## config.mk

```make
export PLATFORM = sky130hd
export DESIGN_NAME = res_station_pool
export DESIGN_NICKNAME = d
export VERILOG_FILES = /design/src/rtl/res_station_pool.sv
export SDC_FILE = /design/constraint.sdc
export NUM_CORES = 1
export LEC_CHECK = 0
export CORE_UTILIZATION = 28
export CTS_CLUSTER_DIAMETER = 40
export DETAILED_ROUTE_END_ITERATION = 16
export PLACE_DENSITY = 0.41
export SLEW_MARGIN = 20
export SYNTH_ARGS = -nofsm -noshare
export SYNTH_HDL_FRONTEND = slang
export SYNTH_SLANG_ARGS = --single-unit
```

## constraint.sdc

```tcl
create_clock -name Clock -period 7.4 [get_ports Clock]
set_input_delay 1.48 -clock Clock [delete_from_list [all_inputs] [get_ports Clock]]
set_output_delay 1.48 -clock Clock [all_outputs]
set_load 0.03 [all_outputs]
```

## src/rtl/res_station_pool.sv

```systemverilog
// Reservation-station pool: N_ENTRIES stations, one dispatch port, one issue port, CDB snoop/free.
// Optional macro RS_FLUSH_EN adds a synchronous Flush input that frees every entry.
module res_station_pool #(
    parameter int unsigned N_ENTRIES = 4,
    parameter int unsigned DATA_W    = 16,
    parameter int unsigned TAG_W     = 3,
    parameter int unsigned OP_W      = 3,
    parameter int unsigned TAG_BASE  = 1
) (
    input  logic                           Clock,
    input  logic                           Reset,
`ifdef RS_FLUSH_EN
    input  logic                           Flush,
`endif
    input  logic                           Disp_valid,
    output logic                           Disp_ready,
    input  logic [OP_W-1:0]                Disp_op,
    input  logic [DATA_W-1:0]              Disp_Vj,
    input  logic [DATA_W-1:0]              Disp_Vk,
    input  logic [TAG_W-1:0]               Disp_Qj,
    input  logic [TAG_W-1:0]               Disp_Qk,
    output logic [TAG_W-1:0]               Disp_tag,
    input  logic                           CDB_valid,
    input  logic [TAG_W-1:0]               CDB_tag,
    input  logic [DATA_W-1:0]              CDB_data,
    output logic                           Issue_valid,
    input  logic                           Issue_ready,
    output logic [OP_W-1:0]                Issue_op,
    output logic [DATA_W-1:0]              Issue_A,
    output logic [DATA_W-1:0]              Issue_B,
    output logic [TAG_W-1:0]               Issue_tag,
    output logic [N_ENTRIES-1:0]           Busy_vec,
    output logic [$clog2(N_ENTRIES+1)-1:0] Free_count
);

    localparam int unsigned IDX_W = $clog2(N_ENTRIES);
    localparam int unsigned CNT_W = $clog2(N_ENTRIES + 1);

    typedef enum logic [1:0] {S_FREE, S_WAIT, S_READY, S_EXEC} ent_state_t;

    ent_state_t          st   [N_ENTRIES];
    logic [OP_W-1:0]     op_q [N_ENTRIES];
    logic [DATA_W-1:0]   vj_q [N_ENTRIES];
    logic [DATA_W-1:0]   vk_q [N_ENTRIES];
    logic [TAG_W-1:0]    qj_q [N_ENTRIES];
    logic [TAG_W-1:0]    qk_q [N_ENTRIES];

    logic                lock_valid;
    logic [IDX_W-1:0]    lock_idx;
    logic [IDX_W-1:0]    rr_ptr;

    logic                disp_found;
    logic [IDX_W-1:0]    disp_idx;
    logic [CNT_W-1:0]    free_cnt;
    logic [N_ENTRIES-1:0] busy;
    logic                sel_found;
    logic [IDX_W-1:0]    sel_idx;
    logic [IDX_W-1:0]    cand;
    logic                dispatch;
    logic                handshake;
    logic                cdb_ok;
    logic                byp_j;
    logic                byp_k;

    always_comb begin
        disp_found = 1'b0;
        disp_idx   = '0;
        free_cnt   = '0;
        busy       = '0;
        for (int unsigned i = 0; i < N_ENTRIES; i++) begin
            busy[i] = (st[i] != S_FREE);
            if (st[i] == S_FREE) begin
                free_cnt = free_cnt + CNT_W'(1);
                if (!disp_found) begin
                    disp_found = 1'b1;
                    disp_idx   = IDX_W'(i);
                end
            end
        end
    end

    // A locked offer holds until handshake; otherwise scan READY entries from rr_ptr.
    always_comb begin
        sel_found = lock_valid;
        sel_idx   = lock_idx;
        cand      = '0;
        if (!lock_valid) begin
            for (int unsigned k = 0; k < N_ENTRIES; k++) begin
                cand = IDX_W'((32'(rr_ptr) + k) % N_ENTRIES);
                if (!sel_found && st[cand] == S_READY) begin
                    sel_found = 1'b1;
                    sel_idx   = cand;
                end
            end
        end
    end

    assign dispatch  = Disp_valid && disp_found;
    assign handshake = sel_found && Issue_ready;
    assign cdb_ok    = CDB_valid && (CDB_tag != '0);
    assign byp_j     = cdb_ok && (Disp_Qj == CDB_tag);
    assign byp_k     = cdb_ok && (Disp_Qk == CDB_tag);

    assign Disp_ready  = disp_found;
    assign Disp_tag    = disp_found ? TAG_W'(TAG_BASE) + TAG_W'(disp_idx) : '0;
    assign Issue_valid = sel_found;
    assign Issue_op    = sel_found ? op_q[sel_idx] : '0;
    assign Issue_A     = sel_found ? vj_q[sel_idx] : '0;
    assign Issue_B     = sel_found ? vk_q[sel_idx] : '0;
    assign Issue_tag   = sel_found ? TAG_W'(TAG_BASE) + TAG_W'(sel_idx) : '0;
    assign Busy_vec    = busy;
    assign Free_count  = free_cnt;

    always_ff @(posedge Clock or negedge Reset) begin
        if (!Reset) begin
            for (int unsigned i = 0; i < N_ENTRIES; i++) begin
                st[i]   <= S_FREE;
                op_q[i] <= '0;
                vj_q[i] <= '0;
                vk_q[i] <= '0;
                qj_q[i] <= '0;
                qk_q[i] <= '0;
            end
            lock_valid <= 1'b0;
            lock_idx   <= '0;
            rr_ptr     <= '0;
        end
`ifdef RS_FLUSH_EN
        else if (Flush) begin
            for (int unsigned i = 0; i < N_ENTRIES; i++) begin
                st[i] <= S_FREE;
            end
            lock_valid <= 1'b0;
            lock_idx   <= '0;
            rr_ptr     <= '0;
        end
`endif
        else begin
            for (int unsigned i = 0; i < N_ENTRIES; i++) begin
                case (st[i])
                    S_FREE: begin
                        if (dispatch && disp_idx == IDX_W'(i)) begin
                            st[i]   <= S_WAIT;
                            op_q[i] <= Disp_op;
                            vj_q[i] <= byp_j ? CDB_data : Disp_Vj;
                            vk_q[i] <= byp_k ? CDB_data : Disp_Vk;
                            qj_q[i] <= byp_j ? '0 : Disp_Qj;
                            qk_q[i] <= byp_k ? '0 : Disp_Qk;
                        end
                    end
                    S_WAIT: begin
                        if (qj_q[i] == '0 && qk_q[i] == '0) begin
                            st[i] <= S_READY;
                        end
                        if (cdb_ok && qj_q[i] == CDB_tag) begin
                            vj_q[i] <= CDB_data;
                            qj_q[i] <= '0;
                        end
                        if (cdb_ok && qk_q[i] == CDB_tag) begin
                            vk_q[i] <= CDB_data;
                            qk_q[i] <= '0;
                        end
                    end
                    S_READY: begin
                        if (handshake && sel_idx == IDX_W'(i)) begin
                            st[i] <= S_EXEC;
                        end
                    end
                    S_EXEC: begin
                        if (CDB_valid && CDB_tag == TAG_W'(TAG_BASE + i)) begin
                            st[i] <= S_FREE;
                        end
                    end
                    default: st[i] <= S_FREE;
                endcase
            end
            if (handshake) begin
                lock_valid <= 1'b0;
                rr_ptr     <= (sel_idx == IDX_W'(N_ENTRIES - 1)) ? '0 : sel_idx + 1'b1;
            end else if (sel_found) begin
                lock_valid <= 1'b1;
                lock_idx   <= sel_idx;
            end
        end
    end

endmodule
```

==> summary.txt <==
=================================================================================================================
Arithmetic-cell share of the synthesized area counting full adders, half adders and majority gates         0.0323
Post-Synth Simple-Gate Area                                                                                 0.108
Origin of the critical flop-to-flop path                                                             rr_ptr[0]$_DFFE_PN0N_
Vias per std cell                                                                                            4.89
Die height                                                                                                 195 um
Diodes inserted                                                                                                 0
Starting Density                                                                                            0.285
I/O pins                                                                                                      115
Deepest level of the CTS H-tree                                                                                 4
Die Width                                                                                                  195 um
Sink count of the clock tree                                                                                  177
Core region area                                                                                       36700 um^2
Worst Hold Endpoint                                                                                  vk_q[31]$_DFFE_PN0P_
GP Congestion                                                                                               0.748
Worst min-delay path category                                                                             reg2reg
Post-synth EDFFs                                                                                                0
Start-to-end type of the worst setup path                                                                 reg2out
Post-detailed-route wirelength per cell                                                                   19.8 um
Initial antenna violation count                                                                                 1
Fraction of the mapped netlist area in compound gates                                                       0.138
Number of buffers created by CTS                                                                               17
Number of port buffers                                                                                        114
Post-synth top cells                                                                                 200 x mux2i_1, 177 x dfrtp_1, 137 x nand2_1
Final slew viol count                                                                                           0
Worst hold start                                                                                     vk_q[31]$_DFFE_PN0P_
Fin Setup TNS                                                                                                0 ps
Number of fillers in the final layout                                                                        3799
Worst slew slack as a fraction of its limit                                                                 0.284
Minimum period implied by the final worst setup slack                                                     5630 ps
Final worst-path cycle share                                                                                0.761
Maximum number of pins on one net before global-route repair                                                  133
Cell accounting for the most synthesized area                                                             dfrtp_1
Post-synth ARST share                                                                                        1.00
Sequential element share of the synthesized area                                                            0.423
CP max FO                                                                                                      21
Commonest register cell after synthesis                                                                   dfrtp_1
Overflow after GRT                                                                                              0
Number of buffers on the longest clock path                                                                     2
Number of detailed-route iterations in the first pass                                                           7
Count of final hold-check violations                                                                            0
Synth unique cells                                                                                             60
Area growth from synthesis to layout                                                                        19.9%
Routed wire length                                                                                       31800 um
Number of global-route vias before repair                                                                    8150
Hold depth                                                                                                      2
CP cell instances                                                                                    mux2_2 > o21bai_1 > a211oi_1 > o21ai_2 > nand2b_2 > buf_4 > o22ai_1 > clkdlybuf4s50_1
Floorplan row count                                                                                            70
Share of the synthesized area in the top cell type                                                          0.423
Transition at the pin with the smallest max-transition slack                                              1070 ps
Number of standard cells after synthesis                                                                     1055
Count of maximum capacitance violations                                                                         0
Worst path arrival time                                                                                   4150 ps
Portion of netlist area occupied by mux cells                                                               0.221
Count of warnings emitted by yosys                                                                              0
Maximum achievable frequency                                                                              178 MHz
Setup crit start                                                                                     rr_ptr[0]$_DFFE_PN0N_
Parity-gate share of the synthesized area counting xor and xnor cells                                      0.0276
Cell Area, Synth                                                                                       10500 um^2
Number of nets at the end of the flow                                                                        1213
Source-to-sink clock delay at the later pin of the worst-skew pair                                         450 ps
First-pass GRT wire length                                                                               49900 um
Master of the slowest instance on the critical path                                                       dfrtp_1
Kind of capture point of the worst setup path                                                         output port
Logic depth of the worst register-to-register path                                                             10
RR Endpoint                                                                                          st[1]$_DFFE_PN0P_
Clock slew seen by the registers of the worst setup and hold paths                                          70 ps
Number of setup violations in the final report                                                                  0
Count of state elements after synthesis                                                                       177
Clock tree from TritonCTS                                                                                   built
Antenna viol nets, final                                                                                        0
Final clock skew                                                                                          14.9 ps
Post-Syn Nets                                                                                                1147
Layout cells sized above 1                                                                                 0.0908
Via count                                                                                                    7831
Cell chosen for the clock root                                                                          clkbuf_16
Worst EP required                                                                                         5920 ps
Post-CTS Setup Inserts                                                                                          0
DIE AREA                                                                                               38100 um^2
CTS Hold Buffers Added                                                                                          0
Top cells by area in the synthesized netlist                                                         dfrtp_1 42%, mux2i_1 19%, nand2_1 4.9%, o21ai_0 3.9%, ha_1 3.2%
Outcome                                                                                              finished, final reports clean
CP max stage delay                                                                                         720 ps
Post-detailed-route DRC marker count                                                                            0
Placed wire-length estimate after detailed placement                                                     20500 um
Most frequently used cell type in the post-synthesis netlist                                              mux2i_1
Global router's overall resource usage                                                                      0.172
Setup slack of the most critical reg-to-reg path                                                          3750 ps
Violation count after the first detailed-routing iteration                                                    331
Kind of start point of the critical path                                                                     flop
Dominant combinational cell family by area after synthesis                                           multiplexers
Cts repair resizes                                                                                              0
RSZ-0062 raised after global routing                                                                        false
Mean instance size in the synthesized netlist                                                           9.92 um^2
=================================================================================================================
worst max-delay path by stage:
stage | cells past startpoint | endpoint | slack [ps]
finish | 8 | Issue_B[3] | 1770
global route | 10 | Issue_tag[1] | 1520
CTS | 8 | Issue_B[3] | 1760
detailed placement | 8 | Issue_B[3] | 2260
global placement | 10 | Issue_tag[1] | 2270
floorplan | 12 | Issue_tag[1] | 3560
kinds of logic (layout without fill, tap and decap cells):
logic type                 Yosys count  after routing
muxes                              227            227
AOI/OAI and AO/OA                  239            239
adders and majority gates           27             27
buffers and inverters              104            183
DFF                                177            177
and+or+nand+nor                    248            248
xor gates and xnor gates            33             33
placed cells by master (no fill, tap or decap), types with 3 or more instances in the layout:
cell / n
nand3_1: 12
clkinv_2: 3
o41ai_1: 6
ha_1: 27
inv_1: 16
xor2_1: 32
clkbuf_16: 17
o211ai_1: 5
nor2b_2: 3
nand2b_1: 5
dfrtp_1: 177
clkdlybuf4s50_1: 113
a21oi_1: 45
nor2_2: 6
nand2_1: 136
nor3_1: 3
mux2i_1: 200
mux2_1: 3
mux2_2: 23
buf_4: 17
and2_1: 4
nor2b_1: 5
o31ai_1: 24
nor2_1: 49
inv_6: 4
o21ai_1: 20
or4_1: 9
o21ai_0: 81
o32a_1: 3
o22ai_1: 36
flip-flops by register name, summed over array words and instances (netlist names):
register / flops
lock_valid: 1
op_q: 12
vk_q: 64
rr_ptr: 2
lock_idx: 2
qk_q: 12
qj_q: 12
vj_q: 64
st: 8
layout make-up:
class / count / area [um^2] / area share
clock buffer: 19 / 453 / 0.0361
sequential: 177 / 4430 / 0.353
clock inverter: 13 / 149 / 0.0119
inverter: 17 / 63.8 / 0.00508
multi-input combinational: 774 / 5530 / 0.441
timing repair buffer: 134 / 1340 / 0.107
tap: 468 / 586 / 0.0467
worst max-delay path: cells and delay by family, from the launching register on:
family                 cells  cell delay (ps)
muxes                      1              440
and+or+nand+nor            1              580
DFF                        1              720
buffers and inverters      2             1110
AOI/OAI and AO/OA          4              840
metrics by stage:
step                cells  area [um^2]  setup slack, ps   util  hold WS (ps)
floorplan            1055        10500             3560      -           449
global placement     1569        11900             2270  0.325           461
detailed placement   1569        11900             2260  0.325           469
CTS                  1601        12500             1760  0.341           486
global route         1602        12500             1520  0.342           502
finish               1602        12500             1770  0.342           479
per-layer routing:
metal / GRT usage / part of all wire / up-vias
met3: 0.0340 / 0.036 / 18
li1: - / - / 3865
met1: 0.237 / 0.49 / 3805
met5: 0 / 0.00041 / -
met4: 0.0353 / 0.011 / 2
met2: 0.280 / 0.47 / 141
Power is left out: the tool's default activity adds up to more than one toggle a clock period on the data nets, which glitch-free logic cannot reach.
